[config.mk]
export PLATFORM = sky130hd
export DESIGN_NAME = abs_dif_seq
export DESIGN_NICKNAME = d
export VERILOG_FILES = /design/src/rtl/abs_dif_seq.sv
export SDC_FILE = /design/constraint.sdc
export NUM_CORES = 1
export LEC_CHECK = 0
export CAP_MARGIN = 0
export CORE_MARGIN = 1.5
export CORE_UTILIZATION = 55
export CTS_CLUSTER_DIAMETER = 40
export DETAILED_ROUTE_END_ITERATION = 10
export HOLD_SLACK_MARGIN = 0.02
export PLACE_DENSITY = 0.93
export SYNTH_ARGS = -nofsm -noshare
export SYNTH_HDL_FRONTEND = slang
export SYNTH_SLANG_ARGS = --single-unit
export TNS_END_PERCENT = 50
[constraint.sdc]
create_clock -name clk -period 3.3 [get_ports clk]
set_input_delay 0.66 -clock clk [delete_from_list [all_inputs] [get_ports clk]]
set_output_delay 0.66 -clock clk [all_outputs]
set_load 0.01 [all_outputs]
[src/rtl/abs_dif_seq.sv]
// rtl/abs_dif_seq.sv - sequential |a-b| engine using an external agb/aeb/alb comparator
module abs_dif_seq #(
  parameter int N = 4
) (
  input  logic         clk,
  input  logic         rst,
  input  logic         start,
  input  logic [N-1:0] a,
  input  logic [N-1:0] b,
  output logic [N-1:0] cmp_a,
  output logic [N-1:0] cmp_b,
  input  logic         agb,
  input  logic         aeb,
  input  logic         alb,
  output logic         busy,
  output logic         done,
  output logic [N-1:0] dif,
  output logic         a_lt_b,
  output logic         a_eq_b,
  output logic         err
);

  localparam int CW = (N > 2) ? $clog2(N) : 1;
  localparam logic [CW-1:0] LAST_BIT = CW'(N - 1);

  typedef enum logic [1:0] {
    S_IDLE,
    S_CMP,
    S_SUB,
    S_DONE
  } state_t;

  state_t        state_q, state_d;
  logic [N-1:0]  cmp_a_q, cmp_a_d;
  logic [N-1:0]  cmp_b_q, cmp_b_d;
  logic [N-1:0]  max_q, max_d;
  logic [N-1:0]  min_q, min_d;
  logic [N-1:0]  res_q, res_d;
  logic [CW-1:0] cnt_q, cnt_d;
  logic          borrow_q, borrow_d;
  logic          busy_q, busy_d;
  logic          done_q, done_d;
  logic [N-1:0]  dif_q, dif_d;
  logic          a_lt_b_q, a_lt_b_d;
  logic          a_eq_b_q, a_eq_b_d;
  logic          err_q, err_d;
  logic          flags_one_hot;
  logic          diff_bit;

  // Next-state and datapath: latch operands, order them by the comparator flags,
  // then subtract min from max one bit per cycle, LSB first.
  always_comb begin
    state_d       = state_q;
    cmp_a_d       = cmp_a_q;
    cmp_b_d       = cmp_b_q;
    max_d         = max_q;
    min_d         = min_q;
    res_d         = res_q;
    cnt_d         = cnt_q;
    borrow_d      = borrow_q;
    busy_d        = 1'b0;
    done_d        = 1'b0;
    dif_d         = dif_q;
    a_lt_b_d      = a_lt_b_q;
    a_eq_b_d      = a_eq_b_q;
    err_d         = err_q;
    flags_one_hot = (agb & ~aeb & ~alb) | (~agb & aeb & ~alb) | (~agb & ~aeb & alb);
    diff_bit      = max_q[0] ^ min_q[0] ^ borrow_q;

    case (state_q)
      S_IDLE: begin
        if (start) begin
          cmp_a_d = a;
          cmp_b_d = b;
          busy_d  = 1'b1;
          state_d = S_CMP;
        end
      end
      S_CMP: begin
        if (!flags_one_hot) begin
          err_d    = 1'b1;
          dif_d    = '0;
          a_lt_b_d = 1'b0;
          a_eq_b_d = 1'b0;
          done_d   = 1'b1;
          state_d  = S_DONE;
        end else if (aeb) begin
          err_d    = 1'b0;
          dif_d    = '0;
          a_lt_b_d = 1'b0;
          a_eq_b_d = 1'b1;
          done_d   = 1'b1;
          state_d  = S_DONE;
        end else begin
          max_d    = agb ? cmp_a_q : cmp_b_q;
          min_d    = agb ? cmp_b_q : cmp_a_q;
          a_lt_b_d = alb;
          a_eq_b_d = 1'b0;
          err_d    = 1'b0;
          cnt_d    = '0;
          borrow_d = 1'b0;
          busy_d   = 1'b1;
          state_d  = S_SUB;
        end
      end
      S_SUB: begin
        borrow_d = (~max_q[0] & min_q[0]) | (~(max_q[0] ^ min_q[0]) & borrow_q);
        max_d    = max_q >> 1;
        min_d    = min_q >> 1;
        res_d    = {diff_bit, res_q[N-1:1]};
        cnt_d    = cnt_q + 1'b1;
        busy_d   = 1'b1;
        if (cnt_q == LAST_BIT) begin
          dif_d   = res_d;
          cnt_d   = '0;
          busy_d  = 1'b0;
          done_d  = 1'b1;
          state_d = S_DONE;
        end
      end
      default: begin
        state_d = S_IDLE;
      end
    endcase
  end

  // State register with synchronous reset; busy and done are registered outputs.
  always_ff @(posedge clk) begin
    if (rst) begin
      state_q  <= S_IDLE;
      cmp_a_q  <= '0;
      cmp_b_q  <= '0;
      max_q    <= '0;
      min_q    <= '0;
      res_q    <= '0;
      cnt_q    <= '0;
      borrow_q <= 1'b0;
      busy_q   <= 1'b0;
      done_q   <= 1'b0;
      dif_q    <= '0;
      a_lt_b_q <= 1'b0;
      a_eq_b_q <= 1'b0;
      err_q    <= 1'b0;
    end else begin
      state_q  <= state_d;
      cmp_a_q  <= cmp_a_d;
      cmp_b_q  <= cmp_b_d;
      max_q    <= max_d;
      min_q    <= min_d;
      res_q    <= res_d;
      cnt_q    <= cnt_d;
      borrow_q <= borrow_d;
      busy_q   <= busy_d;
      done_q   <= done_d;
      dif_q    <= dif_d;
      a_lt_b_q <= a_lt_b_d;
      a_eq_b_q <= a_eq_b_d;
      err_q    <= err_d;
    end
  end

  assign cmp_a  = cmp_a_q;
  assign cmp_b  = cmp_b_q;
  assign busy   = busy_q;
  assign done   = done_q;
  assign dif    = dif_q;
  assign a_lt_b = a_lt_b_q;
  assign a_eq_b = a_eq_b_q;
  assign err    = err_q;

endmodule

## Word level (Yosys, flattened, before mapping)

Index checks and enable logic that the tools add are counted.

| word-level totals | value |
|---|---|
| register bits | 34 |
| output and inout port bits | 17 |

| cells by class | value |
|---|---|
| add/sub/neg operators | 1 |
| equal/unequal tests | 8 |
| multiplexer cells | 37 |
| bitwise logic cells | 18 |
| reduce and logical (&&, ||, !) cells | 6 |

Operator list:

| operator | number |
|---|---|
| $mux W4 | 9 |
| $pmux W4 S2 | 3 |
| $mux W1 | 15 |
| $mux W2 | 5 |
| $and A1 B1 Y1 | 8 |
| $ne A2 B2 Y1 const B | 4 |
| $pmux W2 S3 | 1 |
| $reduce_and A3 Y1 | 2 |
| $not A1 Y1 | 5 |
| $eq A2 B2 Y1 const B | 2 |
| $pmux W1 S2 | 2 |
| $pmux W2 S2 | 1 |
| $reduce_and A2 Y1 | 2 |
| $ne A3 B3 Y1 const B | 1 |
| $or A1 B1 Y1 | 3 |
| $pmux W1 S3 | 1 |
| $add A2 B1 Y2 const B | 1 |
| $eq A2 B1 Y1 const B | 1 |
| $logic_not A2 Y1 | 1 |
| $reduce_bool A2 Y1 | 1 |
| $xor A1 B1 Y1 | 2 |

## Longest topological paths before layout

Gate-level depths: netlist of run 1.

| logic depth | value |
|---|---|
| depth after elaboration | 7 |
| depth in mapped cells | 7 |

## Least setup slack after synthesis of run 1

OpenSTA, ideal clock, no wires.

| timing | value |
|---|---|
| kind | flip-flop to flip-flop |
| start point | register state_q[1] |
| end point | register dif_q[3] (netlist: dif[3]) |
| setup time | 0.143 ns |
| arrival time | 1.399 ns |
| required time | 3.157 ns |
| slack | 1.758 ns |
| cell stages (with the launch flop) | 7 |
| path buffers | 1 |
| path through | dfxtp_1 inv_1 ha_1 buf_4 nor2b_1 a211oi_1 o32ai_1 |

| on the way | value |
|---|---|
| longest elaborated chain between the ends | 3 |
| elaborated cells on any way between the ends | 7 |
| those cells by class | eq/ne: 4; mux: 1; reduce/logical: 2 |

Ends and longest elaborated chain:

| what | line | text |
|---|---|---|
| start: declaration | 33 | `state_t state_q, state_d;` |
| start signal: assignment | 145 | `state_q <= state_d;` |
| $eq A2 B1 Y1 / $eq A2 B2 Y1 (equally long branches) | 70 | `case (state_q)` |
| $ne A3 B3 Y1 (no source line) (tied with other cells) | -- |  |
| $reduce_and A3 Y1 (no source line) | -- |  |
| end signal: assignment | 155 | `dif_q <= dif_d;` |
| end: declaration | 43 | `logic [N-1:0] dif_q, dif_d;` |

Several ways; a longest one is shown, not always the timed one.
A chain may end at the register's enable or synchronous reset.

## Final worst setup path of run 1

| timing | value |
|---|---|
| start point | input port agb |
| end point | register min_q[3] |

| on the way | value |
|---|---|
| longest elaborated chain between the ends | 7 |
| elaborated cells on any way between the ends | 15 |
| those cells by class | eq/ne: 1; mux: 4; bitwise: 9; reduce/logical: 1 |

Ends and longest elaborated chain:

| what | line | text |
|---|---|---|
| start: declaration | 12 | `input logic agb,` |
| $not A1 Y1 | 67 | `flags_one_hot = (agb & ~aeb & ~alb) \| (~agb & aeb & ~alb) \| (~agb & ~aeb & alb);` |
| $and A1 B1 Y1 (2 in a row) | 67 |  |
| $or A1 B1 Y1 (2 in a row) | 67 |  |
| $ne A2 B2 Y1 (no source line) | -- |  |
| $reduce_and A3 Y1 (no source line) | -- |  |
| end signal: assignment | 149 | `min_q <= min_d;` |
| end: declaration | 37 | `logic [N-1:0] min_q, min_d;` |

Several ways; a longest one is shown, not always the timed one. The select of a mux whose other input is x is not followed.

==> flow_metrics.py, run 1 <==
metrics = {
    "synthesis": {
        "yosys.area_share.simple_pct": 19.33,
        "syn_area_per_cell_sq_um": 9.089,
        "yosysSeqAreaShare_pct": 40.84,
        "synth_top_family_by_area": "simple AND/OR/NAND/NOR gates",
        "synth_top_cell_area_share_pct": 40.84,
        "synth_area_sq_um": 1618,
        "ys_types": 34,
        "yosysMostFrequentCell": "dfxtp_1",
        "synth_seq_cells": 33,
        "syn_inst": 178,
        "synth_nets": 198,
        "synth_compound_area_share_pct": 14.46,
        "synth_xor_area_share_pct": 1.547,
        "async_reset_ff_share_pct": 0,
        "synth.area.mux_share_pct": 13.46,
        "synth-main-ff-cell": "dfxtp_1",
        "yosys_warnings": 0,
        "synth_area_leaders": "dfxtp_1 41%, mux2i_1 9.3%, nand2_1 5.8%, mux2_2 4.2%, ha_1 3.9%",
        "yosysTopAreaCell": "dfxtp_1",
        "synth_top_cells_by_count": "33 x dfxtp_1, 25 x nand2_1, 15 x mux2i_1",
        "synthAdderAreaFrac_pct": 5.104,
        "synth-edff-count": 0,
    },
    "layout": {
        "n_antenna_cell": 0,
        "nets": 225,
        "area_growth_pct": 21.19,
        "instances_no_fill": 237,
        "final_layout_size_suffix_gt1_share_pct": 8.252,
    },
    "worst_setup_path": {
        "endpoint_kind": "flop",
        "critical_path.max_fanout": 13,
        "worstPathArrival_ns": 2.60,
        "ff2ff_path_depth": 5,
        "cp-startpoint": "agb",
        "crit_family": "buffers and inverters",
        "startpoint_type": "primary input",
        "r2r_setup_slack_ns": 1.15,
        "worst-path-buf-inv": 1,
        "reg2reg_to": "min_q[3]$_SDFFE_PP0P_",
        "cp.depth": 4,
        "crit_chain": "clkdlybuf4s50_1 > xor2_2 > a21oi_2 > mux2i_1",
        "critical_path_class": "primary input to flop",
        "rr_startpoint": "state_q[0]$_SDFFE_PP0P_",
        "crit_path_top_delay_cell": "clkdlybuf4s50_1",
        "cp_slowest_stage_delay_ns": 0.84,
        "cp.required_ns": 3.57,
    },
    "drt": {
        "avgRoutedWirePerCell_microns": 14.29,
        "viasPerCell": 5.806,
        "routed-via-count": 1376,
        "initialDrtViolationCount": 33,
        "firstDrtPassIters": 4,
        "postRouteWirelength_microns": 3387,
        "drc": 0,
        "antenna_left": 0,
    },
    "sta": {
        "finalSetupViolCount": 0,
        "tightestPinTransition_ns": 0.8785,
        "rsz0062_at_grt": "no",
        "fin_crit_sh_pct": 70.68,
        "skew_ns": 0.01392,
        "timing.hold.ws_ns": 0.4676,
        "fmax_ghz": 0.4288,
        "slew_viol_final": 0,
        "fin_crit_ns": 2.332,
        "relSlewSlack_pct": 41.43,
        "finalSetupTns_ns": 0,
        "hold_viol": 0,
    },
    "pwr": {
        "power_density_nw_per_um2": 620.7,
        "internal-power_w": 0.0007584,
        "pwr-share-seq_pct": 41.0,
        "p_sw_w": 0.0004585,
        "p_leak_nw": 0.7454,
        "power_frac_comb_pct": 40.7,
        "p_clk_share_pct": 18.3,
        "vdd_ir_drop_max_mv": 0.5208,
        "swShare_pct": 37.68,
        "finalPower_w": 0.001217,
    },
    "hold_path": {
        "whs_path_depth": 2,
        "min_from": "max_q[1]$_SDFFE_PP0P_",
        "min_to": "max_q[1]$_SDFFE_PP0P_",
        "min_path_type": "flop to flop",
    },
    "flow_run": {
        "cap_violations": 0,
    },
    "floorplan": {
        "coreArea_sq_um": 2781,
        "die_h_microns": 57.24,
        "start_util_pct": 58.16,
        "die_area_sq_um": 3276,
        "rows": 19,
        "ioPinCount": 31,
        "die_w_microns": 57.24,
    },
    "global_route": {
        "track_usage_pct": 22.50,
        "grt_pass1_vias": 1331,
        "grt_max_degree": 27,
        "antenna_found_initial": 0,
        "overflow": 0,
        "grt_pass1_wl_microns": 5733,
    },
    "clocking": {
        "cts_hold_buf": 0,
        "cts_root_buf": "clkbuf_4",
        "tritoncts": "done",
        "post_cts_buffers": 0,
        "clk_pin_slew_ns": 0.10,
        "cts.htree.levels": 2,
        "insertion_delay_ns": 0.34,
        "cts_buffer_depth": 2,
        "cts_resized": 0,
        "cts_buffers": 5,
        "cts_num_sinks": 33,
    },
    "placed_design": {
        "dp.cells": 229,
        "port_buffers": 30,
        "dpl.hpwl_microns": 2488,
        "routabilityCongestion": 0.7713,
    },
    "outcome": {
        "outcome": "finished, final reports clean",
    },
}
==> power groups by stage <==
stage               logic (W)  clock network (W)  registers (W)
floorplan            0.000351                  0       0.000512
global placement     0.000465                  0       0.000503
detailed placement   0.000491                  0       0.000508
CTS                  0.000494           0.000228       0.000500
global route         0.000546           0.000241       0.000508
finish               0.000495           0.000222       0.000499
==> final cells by class <==
class	instances	area (sq um)
Clock buffer	5	37.54
Multi-Input combinational cell	127	872.1
Sequential cell	33	660.6
Fill cell	222	820.8
Clock inverter	3	17.52
Inverter	7	26.28
Timing Repair Buffer	31	307.8
Tap cell	31	38.79
==> cells in the final DEF (no fill, tap or decap) <==
cell type,instances
a21o_1,1
a211oi_1,2
or3_1,3
and3_1,2
a21oi_1,11
o2111ai_1,1
a32o_1,2
or4_1,1
inv_1,7
clkinv_2,2
nor2_1,7
clkbuf_4,5
xnor2_1,1
dfxtp_1,33
buf_4,1
nor2b_1,5
o32ai_1,4
o221ai_1,1
xor2_2,1
clkdlybuf4s50_1,30
nand2b_1,10
ha_1,5
a21oi_2,1
o211ai_1,6
a311oi_1,1
o21ai_0,3
nand2_1,25
fa_1,1
clkinvlp_4,1
nor3b_1,2
mux2i_1,15
a31oi_1,1
mux2_2,6
nand3_1,9
==> flip-flops by register name, summed over array words and instances, names as in the netlist <==
signal and count:
min_q 4, busy 1, max_q 4, done 1, dif 4, a_eq_b 1, borrow_q 1, cmp_b 4
a_lt_b 1, cnt_q 2, cmp_a 4, res_q 3, err 1, state_q 2
==> stage by stage <==
| stage | cell area, sq um | setup WS, ns | utilization [%] |
|---|---|---|---|
| floorplan | 1618 | 1.758 | - |
| global placement | 1906 | 0.7130 | 68.51 |
| detailed placement | 1906 | 0.5809 | 68.51 |
| CTS | 1961 | 0.9843 | 70.49 |
| global route | 1961 | 0.8238 | 70.49 |
| finish | 1961 | 0.9676 | 70.49 |
==> cells by family (layout without fill, tap and decap cells) <==
group / count (synthesis) / count (layout)
and+or+nand+nor: 64 / 64
AOI/OAI and AO/OA: 34 / 34
DFF: 33 / 33
muxes: 21 / 21
buffers and inverters: 18 / 46
adders and majority gates: 6 / 6
xor gates and xnor gates: 2 / 2
==> per-layer routing <==
layer	GRT usage (%)	wire, microns	vias up
met5	0	0	-
met4	7.973	56	0
met3	6.122	181	7
met2	41.38	1779	48
met1	24.68	1370	646
li1	-	-	675
==> how the worst max path moves through the flow <==
stage / to / slack [ns]
finish: min_q[3]$_SDFFE_PP0P_ / 0.97
global route: min_q[0]$_SDFFE_PP0P_ / 0.82
CTS: min_q[3]$_SDFFE_PP0P_ / 0.98
detailed placement: min_q[2]$_SDFFE_PP0P_ / 0.58
global placement: min_q[3]$_SDFFE_PP0P_ / 0.71
floorplan: dif[3]$_SDFFE_PP0P_ / 1.76
==> tightest hold or removal path: stages (launching register included) <==
cell	delay (ns)
dfxtp_1	0.32
nand2_1	0.05
mux2i_1	0.05
No activity file was read; power rests on OpenSTA's default activity.
==> run 2, diff against run 1 <==
--- a/config.mk
+++ b/config.mk
@@ -7,11 +7,11 @@
 export LEC_CHECK = 0
 export CAP_MARGIN = 0
 export CORE_MARGIN = 1.5
-export CORE_UTILIZATION = 55
+export CORE_UTILIZATION = 46
 export CTS_CLUSTER_DIAMETER = 40
 export DETAILED_ROUTE_END_ITERATION = 10
 export HOLD_SLACK_MARGIN = 0.02
-export PLACE_DENSITY = 0.93
+export PLACE_DENSITY = 0.84
 export SYNTH_ARGS = -nofsm -noshare
 export SYNTH_HDL_FRONTEND = slang
 export SYNTH_SLANG_ARGS = --single-unit
==> constraint.sdc (replaced) <==
create_clock -name clk -period 1.95 [get_ports clk]
set_input_delay 0.39 -clock clk [delete_from_list [all_inputs] [get_ports clk]]
set_output_delay 0.39 -clock clk [all_outputs]
set_load 0.01 [all_outputs]
==> run 2 against run 1 <==
- hold slack got worse by 0.0071 ns
- sequential power rose by 69%
- highest routed layer unchanged
- cell area rose by 7.3%
- critical path depth shrank 3
- critical path type is now flop to output port
- combinational power increased by 88%
- global-route usage fell by 4.1 points
==> flow_metrics.py, run 2 (same netlist as run 1, synthesis figures left out) <==
metrics = {
    "placed_design": {
        "port_buffers": 30,
        "routabilityCongestion": 0.7462,
        "dpl.hpwl_microns": 2413,
    },
    "pwr": {
        "vdd_ir_drop_max_mv": 0.6760,
        "power_density_nw_per_um2": 1095,
        "p_leak_nw": 0.8193,
        "finalPower_w": 0.002305,
    },
    "sta": {
        "slew_viol_final": 0,
        "skew_ns": 0.01074,
        "fin_crit_ns": 1.664,
        "finalSetupTns_ns": 0,
        "hold_viol": 0,
        "rsz0062_at_grt": "no",
        "tightestPinTransition_ns": 0.3324,
        "fin_crit_sh_pct": 85.33,
        "relSlewSlack_pct": 77.60,
        "finalSetupViolCount": 0,
        "fmax_ghz": 0.6010,
    },
    "clocking": {
        "post_cts_buffers": 0,
        "insertion_delay_ns": 0.32,
        "tritoncts": "done",
        "cts.htree.levels": 2,
        "cts_buffer_depth": 2,
        "cts_num_sinks": 33,
        "cts_hold_buf": 0,
        "cts_resized": 0,
        "cts_buffers": 5,
        "clk_pin_slew_ns": 0.10,
        "cts_root_buf": "clkbuf_4",
    },
    "floorplan": {
        "rows": 21,
        "die_area_sq_um": 3882,
        "die_w_microns": 62.31,
        "die_h_microns": 62.31,
        "start_util_pct": 48.10,
        "ioPinCount": 31,
        "coreArea_sq_um": 3363,
    },
    "worst_setup_path": {
        "cp.required_ns": 1.56,
        "rr_startpoint": "state_q[0]$_SDFFE_PP0P_",
        "critical_path.max_fanout": 4,
        "startpoint_type": "flop",
        "crit_path_top_delay_cell": "clkdlybuf4s50_1",
        "reg2reg_to": "state_q[0]$_SDFFE_PP0P_",
        "worstPathArrival_ns": 1.27,
        "ff2ff_path_depth": 5,
        "critical_path_class": "flop to output port",
        "crit_chain": "clkdlybuf4s50_1",
        "crit_family": "buffers and inverters",
        "worst-path-buf-inv": 1,
        "endpoint_kind": "output port",
        "cp_slowest_stage_delay_ns": 0.57,
        "r2r_setup_slack_ns": 0.32,
    },
    "layout": {
        "post-route-util_pct": 62.57,
        "n_antenna_cell": 0,
        "final_cell_mix": "33 x dfxtp_1, 30 x clkdlybuf4s50_1, 25 x nand2_1",
        "area_growth_pct": 30.09,
        "final_layout_size_suffix_gt1_share_pct": 12.44,
        "nets": 236,
        "layout_commonest_cell": "dfxtp_1",
        "num-fill-cells": 315,
    },
    "global_route": {
        "antenna_found_initial": 0,
        "grt_max_degree": 25,
        "grt_pass1_vias": 1354,
        "overflow": 0,
        "grt_pass1_wl_microns": 5865,
        "track_usage_pct": 18.42,
    },
    "drt": {
        "routed-via-count": 1368,
        "wl_met2_microns": 1632,
        "antenna_left": 0,
        "avgRoutedWirePerCell_microns": 12.50,
        "initialDrtViolationCount": 64,
        "drc": 0,
        "postRouteWirelength_microns": 3288,
        "top_layer": "met4",
        "viasPerCell": 5.202,
        "routed-wl-met3_microns": 149,
        "drt-met1-wl_microns": 1485,
        "firstDrtPassIters": 4,
    },
    "hold_path": {
        "min_path_type": "flop to flop",
        "min_from": "min_q[2]$_SDFFE_PP0P_",
        "min_to": "min_q[2]$_SDFFE_PP0P_",
        "whs_path_depth": 2,
    },
    "flow_run": {
        "cap_violations": 0,
    },
    "outcome": {
        "outcome": "finished, final reports clean",
    },
}
## run 2: how the worst max path moves through the flow
stage / end / slack (ns) / start / cells past startpoint
6_report: cmp_a[2] / 0.29 / cmp_a[2]$_SDFFE_PP0P_ / 1
5_1_grt: state_q[0]$_SDFFE_PP0P_ / 0.19 / state_q[0]$_SDFFE_PP0P_ / 6
4_1_cts: cmp_a[2] / 0.27 / cmp_a[2]$_SDFFE_PP0P_ / 1
3_5_place_dp: min_q[1]$_SDFFE_PP0P_ / 0.04 / agb / 5
3_3_place_gp: min_q[1]$_SDFFE_PP0P_ / 0.11 / agb / 5
2_1_floorplan: dif[3]$_SDFFE_PP0P_ / 0.41 / state_q[1]$_SDFFE_PP0P_ / 6
## run 2: layer usage
metal / up-vias / global-route usage, %
li1: 701 / -
met2: 34 / 31.52
met3: 4 / 4.167
met5: - / 0
met4: 0 / 5.278
met1: 629 / 23.31
## run 2: metrics by stage
step / std cells / hold WS (ns) / worst slack, ns / instance area (sq um)
finish: 263 / 0.4605 / 0.2860 / 2105
global route: 263 / 0.4940 / 0.1887 / 2105
detailed placement: 255 / 0.4475 / 0.04302 / 2019
CTS: 263 / 0.4616 / 0.2730 / 2105
global placement: 255 / 0.4393 / 0.1053 / 2019
floorplan: 178 / 0.4329 / 0.4081 / 1618
## run 2: power breakdown
group | switching, W | internal [W] | leakage, nW
clock | 0.000225 | 0.000306 | 0.0455
sequential | 0.0000719 | 0.000771 | 0.268
combinational | 0.000473 | 0.000458 | 0.506
## run 2: final cells by class
class                      instances  area [sq um]  area share (%)
timing repair buffer              42         402.9           19.14
clock inverter                     1         30.03           1.427
inverter                           7         26.28           1.249
tap                               46         57.56           2.735
multi-input combinational        127         872.1           41.44
sequential                        33         660.6           31.39
clock buffer                       7         55.05           2.616
==> run 3, diff against run 2 <==
--- a/config.mk
+++ b/config.mk
@@ -6,8 +6,10 @@
 export NUM_CORES = 1
 export LEC_CHECK = 0
 export CAP_MARGIN = 0
+export CELL_PAD_IN_SITES_DETAIL_PLACEMENT = 1
+export CELL_PAD_IN_SITES_GLOBAL_PLACEMENT = 1
 export CORE_MARGIN = 1.5
-export CORE_UTILIZATION = 46
+export CORE_UTILIZATION = 35
 export CTS_CLUSTER_DIAMETER = 40
 export DETAILED_ROUTE_END_ITERATION = 10
 export HOLD_SLACK_MARGIN = 0.02
==> run 3 against run 2 <==
- total power is 1.7% higher
- clock skew decreased by 0.0076 ns
- largest power group unchanged
- critical path depth increased by 4
- core utilization is 14 points lower
- non-clock buffer count up 2
- clock-buffer cell count stayed put
==> flow_metrics.py, run 3 (same netlist as run 1, synthesis figures left out) <==
metrics = {
    "placed_design": {
        "routabilityCongestion": 0.7308,
        "dp.cells": 263,
        "dpl.hpwl_microns": 2880,
        "port_buffers": 30,
        "dp_slack_ns": 0.05816,
    },
    "global_route": {
        "grt_max_degree": 25,
        "antenna_found_initial": 0,
        "grt_pass1_vias": 1373,
        "overflow": 0,
        "grt_pass1_wl_microns": 6575,
        "track_usage_pct": 17.39,
    },
    "worst_setup_path": {
        "worst-path-buf-inv": 1,
        "r2r_setup_slack_ns": 0.26,
        "crit_chain": "inv_1 > ha_1 > nor2b_1 > or4_1 > a31oi_1",
        "critical_path_class": "flop to flop",
        "cp.required_ns": 2.17,
        "startpoint_type": "flop",
        "crit_path_top_delay_cell": "or4_1",
        "cp_slowest_stage_delay_ns": 0.51,
        "endpoint_kind": "flop",
        "crit_family": "simple AND/OR/NAND/NOR gates",
        "critical_path.max_fanout": 5,
        "worstPathArrival_ns": 1.90,
    },
    "outcome": {
        "outcome": "finished, final reports clean",
    },
    "pwr": {
        "vdd_ir_drop_max_mv": 0.3655,
        "p_sw_w": 0.0008208,
        "power_frac_comb_pct": 41.5,
        "pwr-share-seq_pct": 36.0,
        "power_density_nw_per_um2": 1101,
        "swShare_pct": 35.03,
        "p_leak_nw": 0.8273,
        "p_clk_share_pct": 22.4,
        "internal-power_w": 0.001522,
    },
    "sta": {
        "rsz0062_at_grt": "no",
        "skew_ns": 0.003134,
        "fin_crit_ns": 1.685,
        "slew_viol_final": 0,
        "hold_viol": 0,
        "fmax_ghz": 0.5934,
        "finalSetupViolCount": 0,
        "finalSetupTns_ns": 0,
        "fin_crit_sh_pct": 86.42,
        "fin_ws_ns": 0.2647,
        "relSlewSlack_pct": 73.51,
        "tightestPinTransition_ns": 0.3932,
    },
    "floorplan": {
        "die_w_microns": 70.99,
        "ioPinCount": 31,
        "die_area_sq_um": 5039,
        "rows": 24,
        "start_util_pct": 36.65,
        "coreArea_sq_um": 4414,
        "die_h_microns": 70.99,
    },
    "layout": {
        "final_cell_mix": "33 x dfxtp_1, 30 x clkdlybuf4s50_1, 25 x nand2_1",
        "final_layout_size_suffix_gt1_share_pct": 12.84,
        "num-fill-cells": 518,
        "layout_commonest_cell": "dfxtp_1",
        "nets": 238,
        "area_growth_pct": 31.55,
        "n_antenna_cell": 0,
        "instances_no_fill": 270,
    },
    "clocking": {
        "cts_hold_buf": 0,
        "insertion_delay_ns": 0.29,
        "cts_buffers": 5,
        "cts_buffer_depth": 2,
        "cts_num_sinks": 33,
        "post_cts_buffers": 0,
        "tritoncts": "done",
        "cts_resized": 0,
        "cts.htree.levels": 2,
        "cts_root_buf": "clkbuf_8",
        "clk_pin_slew_ns": 0.07,
    },
    "drt": {
        "initialDrtViolationCount": 67,
        "routed-via-count": 1405,
        "antenna_left": 0,
        "avgRoutedWirePerCell_microns": 14.40,
        "postRouteWirelength_microns": 3888,
        "firstDrtPassIters": 4,
        "drc": 0,
        "viasPerCell": 5.204,
    },
    "flow_run": {
        "cap_violations": 0,
    },
    "hold_path": {
        "min_path_type": "flop to flop",
    },
}
-- run 3: cell types whose count changed in the layout (fill, tap and decap cells not counted), sizes merged --
| cell | before | now |
|---|---|---|
| bufinv | 1 | 0 |
| buf | 12 | 14 |
-- run 3: final cells by class --
cell class                      instances  area [sq um]  share of cell area (%)
Inverter                                7         26.28                   1.235
Clock buffer                            7         86.33                   4.056
Sequential cell                        33         660.6                   31.04
Multi-Input combinational cell        127         872.1                   40.98
Timing Repair Buffer                   44         417.9                   19.64
Tap cell                               52         65.06                   3.057
-- run 3: path summary, 6_finish.rpt --
kind                                 from                      end  cells past startpoint
setup reg to reg  state_q[0]$_SDFFE_PP0P_  state_q[0]$_SDFFE_PP0P_                      5
setup / recovery  state_q[0]$_SDFFE_PP0P_  state_q[0]$_SDFFE_PP0P_                      5
hold reg to reg     max_q[1]$_SDFFE_PP0P_    max_q[1]$_SDFFE_PP0P_                      2
hold / removal      max_q[1]$_SDFFE_PP0P_    max_q[1]$_SDFFE_PP0P_                      2
-- run 3: metal layers --
| layer | track usage, % | up-vias | share of wire [%] |
|---|---|---|---|
| met5 | 0 | - | 0 |
| met4 | 10.69 | 0 | 1.7 |
| met3 | 4.701 | 7 | 4.2 |
| met2 | 27.73 | 30 | 48 |
| met1 | 20.79 | 668 | 46 |
| li1 | - | 700 | - |
-- run 3: power groups by stage --
stage / registers (W) / clock network, W / logic (W)
finish: 0.000844 / 0.000526 / 0.000973
global route: 0.000861 / 0.000587 / 0.00107
CTS: 0.000846 / 0.000549 / 0.000982
detailed placement: 0.000860 / 0 / 0.000975
global placement: 0.000860 / 0 / 0.000951
floorplan: 0.000866 / 0 / 0.000593
-- run 3: worst register-to-register path, cell delays in order (launching register included) --
cell,delay (ns)
dfxtp_1,0.38
inv_1,0.08
ha_1,0.27
nor2b_1,0.20
or4_1,0.51
a31oi_1,0.18
-- run 3: stage by stage --
step / hold slack (ns) / utilization (%) / total power, W / area [sq um]
CTS: 0.4643 / 48.21 / 0.002377 / 2128
detailed placement: 0.4550 / 46.26 / 0.001835 / 2042
finish: 0.4551 / 48.21 / 0.002343 / 2128
global placement: 0.4417 / 46.26 / 0.001812 / 2042
floorplan: 0.4329 / - / 0.001459 / 1618
global route: 0.4908 / 48.21 / 0.002518 / 2128
